--- src/rtl/rx_addr_filter_pkg.sv ---
// Shared definitions for the receive destination-address filter.
package rx_addr_filter_pkg;

  typedef enum logic [3:0] {
    ST_IDLE,
    ST_RD0,
    ST_RD1,
    ST_CAP,
    ST_CLS,
    ST_SCAN,
    ST_DONE,
    ST_DROP,
    ST_WAIT
  } state_e;

  localparam logic [1:0]  CLS_NONE  = 2'd0;
  localparam logic [1:0]  CLS_UNI   = 2'd1;
  localparam logic [1:0]  CLS_MULTI = 2'd2;
  localparam logic [1:0]  CLS_BCAST = 2'd3;

  localparam logic [47:0] BCAST_MAC = 48'hFFFF_FFFF_FFFF;
  localparam logic [10:0] MIN_FRAME = 11'd14;
  localparam logic [3:0]  NO_IDX    = 4'hF;

  // Group bit is the LSB of the first byte on the wire.
  function automatic logic is_mcast(input logic [47:0] da);
    return da[0];
  endfunction

endpackage

--- src/rtl/rx_addr_filter_mac_table.sv ---
// Setup-address table: per-entry MAC and valid bit, one write port and a
// single combinational compare of the indexed entry against the captured DA.
module mac_table #(
  parameter int NADDR = 14
) (
  input  logic        clk_i,
  input  logic        rst_ni,
  input  logic        we_i,
  input  logic [3:0]  widx_i,
  input  logic [47:0] wmac_i,
  input  logic        wen_i,
  input  logic [3:0]  ridx_i,
  input  logic [47:0] da_i,
  output logic        hit_o
);

  localparam logic [3:0] NADDR_W = 4'(NADDR);

  logic [47:0]      mac_q [NADDR];
  logic [NADDR-1:0] valid_q;

  // Valid bits are cleared by reset; out-of-range indices are ignored.
  always_ff @(posedge clk_i) begin
    if (!rst_ni) begin
      valid_q <= '0;
    end else if (we_i && (widx_i < NADDR_W)) begin
      valid_q[widx_i] <= wen_i;
    end
  end

  // MAC contents need no reset: an entry is only trusted with its valid bit.
  always_ff @(posedge clk_i) begin
    if (we_i && (widx_i < NADDR_W)) begin
      mac_q[widx_i] <= wmac_i;
    end
  end

  // Compare uses the entry as it stands this cycle, so a write lands for
  // every index not yet examined by a running scan.
  always_comb begin
    hit_o = 1'b0;
    if (ridx_i < NADDR_W) begin
      hit_o = valid_q[ridx_i] && (mac_q[ridx_i] == da_i);
    end
  end

endmodule

--- src/rtl/rx_addr_filter.sv ---
// Destination-address filter: reads the DA from receive buffer words 0-1,
// classifies it against the setup table and modes, reports accepted frames
// and completes rejected frames itself via drop_done.
//
// state | meaning
// IDLE  | waiting for rxrdy; runt frames decided here directly
// RD0   | word 0 address on the buffer port
// RD1   | word 1 address on the buffer port, word 0 captured
// CAP   | word 1 captured, DA complete
// CLS   | broadcast check, class and promisc sampled
// SCAN  | one table entry per cycle, early exit on hit
// DONE  | acc_valid pulse
// DROP  | rejected frame: drop_done until rxrdy falls
// WAIT  | accepted frame: host owns it until rxrdy falls
module rx_addr_filter
  import rx_addr_filter_pkg::*;
#(
  parameter int NADDR = 14,
  parameter int AW    = 9
) (
  input  logic          clk,
  input  logic          rst_n,
  input  logic          rxrdy,
  input  logic [10:0]   rxcntb,
  output logic [AW-1:0] rb_addr,
  input  logic [31:0]   rb_data,
  input  logic          tbl_we,
  input  logic [3:0]    tbl_idx,
  input  logic [47:0]   tbl_mac,
  input  logic          tbl_en,
  input  logic          promisc,
  input  logic          allmulti,
  output logic          acc_valid,
  output logic          acc_ok,
  output logic [1:0]    acc_cls,
  output logic [3:0]    acc_idx,
  output logic          drop_done,
  output logic          busy
);

  localparam logic [3:0] LAST_IDX = 4'(NADDR - 1);

  state_e        state_q;
  logic [AW-1:0] rb_addr_q;
  logic [31:0]   word0_q;
  logic [47:0]   da_q;
  logic [3:0]    scan_idx_q;
  logic [1:0]    cls_q;
  logic          prom_q;
  logic          acc_valid_q;
  logic          acc_ok_q;
  logic [1:0]    acc_cls_q;
  logic [3:0]    acc_idx_q;
  logic          drop_done_q;
  logic          busy_q;
  logic          hit;

  mac_table #(
    .NADDR (NADDR)
  ) u_mac_table (
    .clk_i  (clk),
    .rst_ni (rst_n),
    .we_i   (tbl_we),
    .widx_i (tbl_idx),
    .wmac_i (tbl_mac),
    .wen_i  (tbl_en),
    .ridx_i (scan_idx_q),
    .da_i   (da_q),
    .hit_o  (hit)
  );

  // Filter FSM with all outputs registered; decision outputs only change on
  // entry to DONE so they stay stable for the host between frames.
  always_ff @(posedge clk) begin
    if (!rst_n) begin
      state_q     <= ST_IDLE;
      rb_addr_q   <= '0;
      word0_q     <= '0;
      da_q        <= '0;
      scan_idx_q  <= '0;
      cls_q       <= CLS_NONE;
      prom_q      <= 1'b0;
      acc_valid_q <= 1'b0;
      acc_ok_q    <= 1'b0;
      acc_cls_q   <= CLS_NONE;
      acc_idx_q   <= NO_IDX;
      drop_done_q <= 1'b0;
      busy_q      <= 1'b0;
    end else begin
      acc_valid_q <= 1'b0;
      case (state_q)
        ST_IDLE: begin
          if (rxrdy) begin
            busy_q <= 1'b1;
            if (rxcntb < MIN_FRAME) begin
              state_q     <= ST_DONE;
              acc_valid_q <= 1'b1;
              acc_ok_q    <= 1'b0;
              acc_cls_q   <= CLS_NONE;
              acc_idx_q   <= NO_IDX;
            end else begin
              state_q <= ST_RD0;
            end
          end
        end
        ST_RD0: begin
          rb_addr_q <= AW'(1);
          state_q   <= ST_RD1;
        end
        ST_RD1: begin
          rb_addr_q <= '0;
          word0_q   <= rb_data;
          state_q   <= ST_CAP;
        end
        ST_CAP: begin
          da_q    <= {rb_data[15:0], word0_q};
          state_q <= ST_CLS;
        end
        ST_CLS: begin
          prom_q     <= promisc;
          scan_idx_q <= '0;
          if (da_q == BCAST_MAC) begin
            state_q     <= ST_DONE;
            acc_valid_q <= 1'b1;
            acc_ok_q    <= 1'b1;
            acc_cls_q   <= CLS_BCAST;
            acc_idx_q   <= NO_IDX;
          end else begin
            cls_q   <= is_mcast(da_q) ? CLS_MULTI : CLS_UNI;
            state_q <= ST_SCAN;
          end
        end
        ST_SCAN: begin
          if (hit) begin
            state_q     <= ST_DONE;
            acc_valid_q <= 1'b1;
            acc_ok_q    <= 1'b1;
            acc_cls_q   <= cls_q;
            acc_idx_q   <= scan_idx_q;
          end else if (scan_idx_q == LAST_IDX) begin
            state_q     <= ST_DONE;
            acc_valid_q <= 1'b1;
            acc_ok_q    <= prom_q || promisc || ((cls_q == CLS_MULTI) && allmulti);
            acc_cls_q   <= cls_q;
            acc_idx_q   <= NO_IDX;
          end else begin
            scan_idx_q <= scan_idx_q + 4'd1;
          end
        end
        ST_DONE: begin
          state_q     <= acc_ok_q ? ST_WAIT : ST_DROP;
          drop_done_q <= !acc_ok_q;
        end
        ST_DROP: begin
          if (!rxrdy) begin
            drop_done_q <= 1'b0;
            busy_q      <= 1'b0;
            state_q     <= ST_IDLE;
          end
        end
        ST_WAIT: begin
          if (!rxrdy) begin
            busy_q  <= 1'b0;
            state_q <= ST_IDLE;
          end
        end
        default: begin
          drop_done_q <= 1'b0;
          busy_q      <= 1'b0;
          rb_addr_q   <= '0;
          state_q     <= ST_IDLE;
        end
      endcase
    end
  end

  assign rb_addr   = rb_addr_q;
  assign acc_valid = acc_valid_q;
  assign acc_ok    = acc_ok_q;
  assign acc_cls   = acc_cls_q;
  assign acc_idx   = acc_idx_q;
  assign drop_done = drop_done_q;
  assign busy      = busy_q;

endmodule

--- config.mk ---
export PLATFORM = sky130hd
export DESIGN_NAME = rx_addr_filter
export DESIGN_NICKNAME = d
export VERILOG_FILES = /design/src/rtl/rx_addr_filter_pkg.sv /design/src/rtl/rx_addr_filter_mac_table.sv /design/src/rtl/rx_addr_filter.sv
export SDC_FILE = /design/constraint.sdc
export NUM_CORES = 1
export LEC_CHECK = 0
export ABC_AREA = 1
export CORE_AREA = 3 3 273 275
export DETAILED_ROUTE_END_ITERATION = 10
export DIE_AREA = 0 0 276 278
export PLACE_DENSITY_LB_ADDON = 0.25
export SETUP_SLACK_MARGIN = 0.1
export SYNTH_ARGS = -nofsm -noshare
export SYNTH_HDL_FRONTEND = slang
export SYNTH_SLANG_ARGS = --single-unit
--- constraint.sdc ---
create_clock -name clk -period 6 [get_ports clk]
set_input_delay 0.9 -clock clk [delete_from_list [all_inputs] [get_ports clk]]
set_output_delay 0.9 -clock clk [all_outputs]
set_load 0.01 [all_outputs]
==> flow_summary.toml <==
[timing]
period_needed_ns = 4.18
drv_slew = 0
period_share_pct = 69.6
finalSetupTns_ns = 0
final-setup-viol-count = 0
fin_ws_ns = 1.82
hold_viol_final = 0
rsz0062_at_grt = "no"
finClkSkew_ns = 0.0426
whs_ns = 0.463
relSlewSlack_pct = 16.9
timing.fmax_mhz = 239
worstMarginPinSlew_ns = 1.24

[clocking]
clockBufferDepth = 3
numClockSinks = 792
cts_tree = "built"
numCtsBuffers = 85
postCtsResizedCells = 0
postCtsSetupRepairBufs = 0
h-tree-depth = 3
path_clk_slew_ns = 0.06
hold_buffers = 0
cts_root_buffer = "clkbuf_16"
clk_latency_ns = 0.64

[placed_design]
io_buffer_count = 111
dpl_worst_slack_ns = 1.92
dpl.hpwl_um = 52700
gp_congestion = 0.948

[setup_path]
critical_path.max_fanout = 70
path_class = "reg -> reg"
cp-end-kind = "flop"
crit_path_start_kind = "flop"
path_buf_inv = 2
arrival_ns = 4.67
critPathRequiredTime_ns = 6.49
crit_chain = "inv_4 -> buf_12 -> a21oi_1 -> a21oi_1 -> o21ai_1 -> nand2_1 -> nand2_1 -> nand2_1 -> nor2_1 -> nand2_1 -> nor2_1 -> nand2_1 -> nor2_1 -> nand2_1 -> nand3_2 -> nand2_1 -> nand2_1 -> nand3_1"
critPathTopFamily = "simple AND/OR/NAND/NOR gates"
slowest_stage = "dfxtp_4"
crit_path_max_incr_delay_ns = 0.83
crit_top_cell = "nand2_1"

[floorplan]
coreArea_um2 = 72600
die_height_um = 278
die-area_um2 = 76700
start_util_pct = 47.6
placementRows = 99
fp.dieW_um = 276
ios = 121

[detailed_routing]
ant_nets = 0
firstDrtPassIters = 6
finalWirelength_um = 90700
num_vias = 24738
drt-vias-per-instance = 5.32
drc_errors = 0
wl_per_cell_um = 19.5
drt_iter0_drc = 2568

[job]
maxCapViolCount = 0

[finish]
drive_gt1_share_pct = 5.42
area_growth_pct = 13.4
layout.nets = 3728
n_fill_cell = 6354
multiInputGateArea_um2 = 9680
regArea_um2 = 22600

[logic_synthesis]
ys_top_cells_by_area = "edfxtp_1 (58%), nand2_1 (13%), dfxtp_1 (7.0%)"
synth_seq_area_share_pct = 65.4
avgSynthCellArea_um2 = 9.69
ys_types = 38
ys_seq_elements = 792
yosysTopAreaCell = "edfxtp_1"
synth.cell_area_um2 = 34500
synth_warnings = 0
synth_top_area_share_pct = 58.4
postSynthCellCount = 3565

[power]
p_leak_nw = 15.6
peakVddDrop_v = 0.000238
powerDensity_nw_per_um2 = 329

[grt]
grt_pass1_wl_um = 136000
track_usage_pct = 23.2
overflow = 0
antenna_found_initial = 7
grt_start_max_net_pins = 153
grt_pass1_vias = 22871

[worst_hold_path]
min_path_type = "reg -> reg"

[outcome]
status = "finished, final reports clean"
worst register-to-register path: stages (launching register included):
cell	delay, ns
dfxtp_4	0.83
inv_4	0.59
buf_12	0.41
a21oi_1	0.23
a21oi_1	0.08
o21ai_1	0.31
nand2_1	0.11
nand2_1	0.14
nand2_1	0.07
nor2_1	0.08
nand2_1	0.05
nor2_1	0.08
nand2_1	0.06
nor2_1	0.08
nand2_1	0.24
nand3_2	0.32
nand2_1	0.19
nand2_1	0.12
nand3_1	0.06
sequential cells by signal (all words and copies together) (netlist names), 4 cells and up, named ones only:
signal	cells
u_mac_table.mac_q	672
da_q	48
state_q	4
scan_idx_q	4
acc_idx	4
word0_q	32
u_mac_table.valid_q	14
cells by family after synthesis:
| family | Yosys count | share of synthesized area (%) |
|---|---|---|
| AND/OR/NAND/NOR | 1936 | 23.0 |
| flip-flops | 792 | 65.4 |
| buffers and inverters | 533 | 6.99 |
| AO/OA/AOI/OAI | 299 | 4.48 |
| XOR/XNOR | 2 | 0.0507 |
| adder cells (fa/ha/maj) | 2 | 0.0724 |
| other | 1 | 0.0109 |
area by class of cell:
type	instances	area share (%)
Sequential cell	792	57.7
Multi-Input combinational cell	2247	24.7
Clock buffer	102	5.73
Timing Repair Buffer	153	3.88
Inverter	345	3.34
Tap cell	959	3.06
Clock inverter	53	1.61
Antenna cell	2	0.0128
synth_stat cells, drive strengths merged:
library cell and instances:
nand2 1212, nor2 225, a211oi 1, and3 1, a21oi 115, nor3 21
buf 152, nand3 443, ha 2, conb 1, xor2 2, a21o 1
o21ai 164, clkinv 1, nor4 5, or2 5, a31oi 1, clkbuf 36
o211ai 15, nand4 21, and2 1, inv 344, edfxtp 672, a311oi 1
a211o 1, dfxtp 120, nand3b 2
stage by stage:
stage	cell area [µm²]	power [mW]	cells	util, %
after CTS	39200	13.0	4651	54.0
final	39200	12.9	4653	54.0
after detailed placement	36300	7.63	4496	50.0
after floorplan	34600	7.19	3572	-
after global placement	36300	7.61	4496	50.0
after global routing	39200	13.4	4652	54.0
layout by cell type (no fill, tap or decap), types with 15 or more instances in the layout:
master | Yosys | final
nand2_1 | 1211 | 1211
edfxtp_1 | 672 | 672
nand3_1 | 442 | 442
inv_1 | 341 | 339
nor2_1 | 224 | 210
o21ai_0 | 137 | 137
dfxtp_1 | 120 | 116
a21oi_1 | 115 | 115
clkdlybuf4s50_1 | 0 | 110
clkbuf_16 | 0 | 87
buf_4 | 43 | 34
o21ai_1 | 27 | 27
nor3_1 | 21 | 21
nand4_1 | 20 | 20
clkinv_1 | 1 | 16
o211ai_1 | 15 | 15
clkinv_2 | 0 | 15
report_power, final:
part	switching (mW)	total [mW]	internal (mW)
Clock	2.14	5.38	3.23
Sequential	0.138	6.35	6.22
Combinational	0.794	1.18	0.388
Total	3.07	12.9	9.84
per-layer routing:
| metal | vias up | track usage (%) | routed length [µm] |
|---|---|---|---|
| met4 | 10 | 10.5 | 3920 |
| met2 | 912 | 37.6 | 42100 |
| met1 | 11691 | 30.5 | 37500 |
| met5 | - | 0 | 69 |
| met3 | 202 | 4.48 | 7050 |
| li1 | 11923 | - | - |
path summary, 6_finish.rpt:
check              from  slack (ns)          to  depth (start not counted)
min          acc_idx[0]        0.46  acc_idx[0]                          2
max                flop        1.82  acc_idx[3]                         18
min reg2reg  acc_idx[0]        0.46  acc_idx[0]                          2
max reg2reg        flop        1.82  acc_idx[3]                         18
Power figures use the tool's default switching activity.
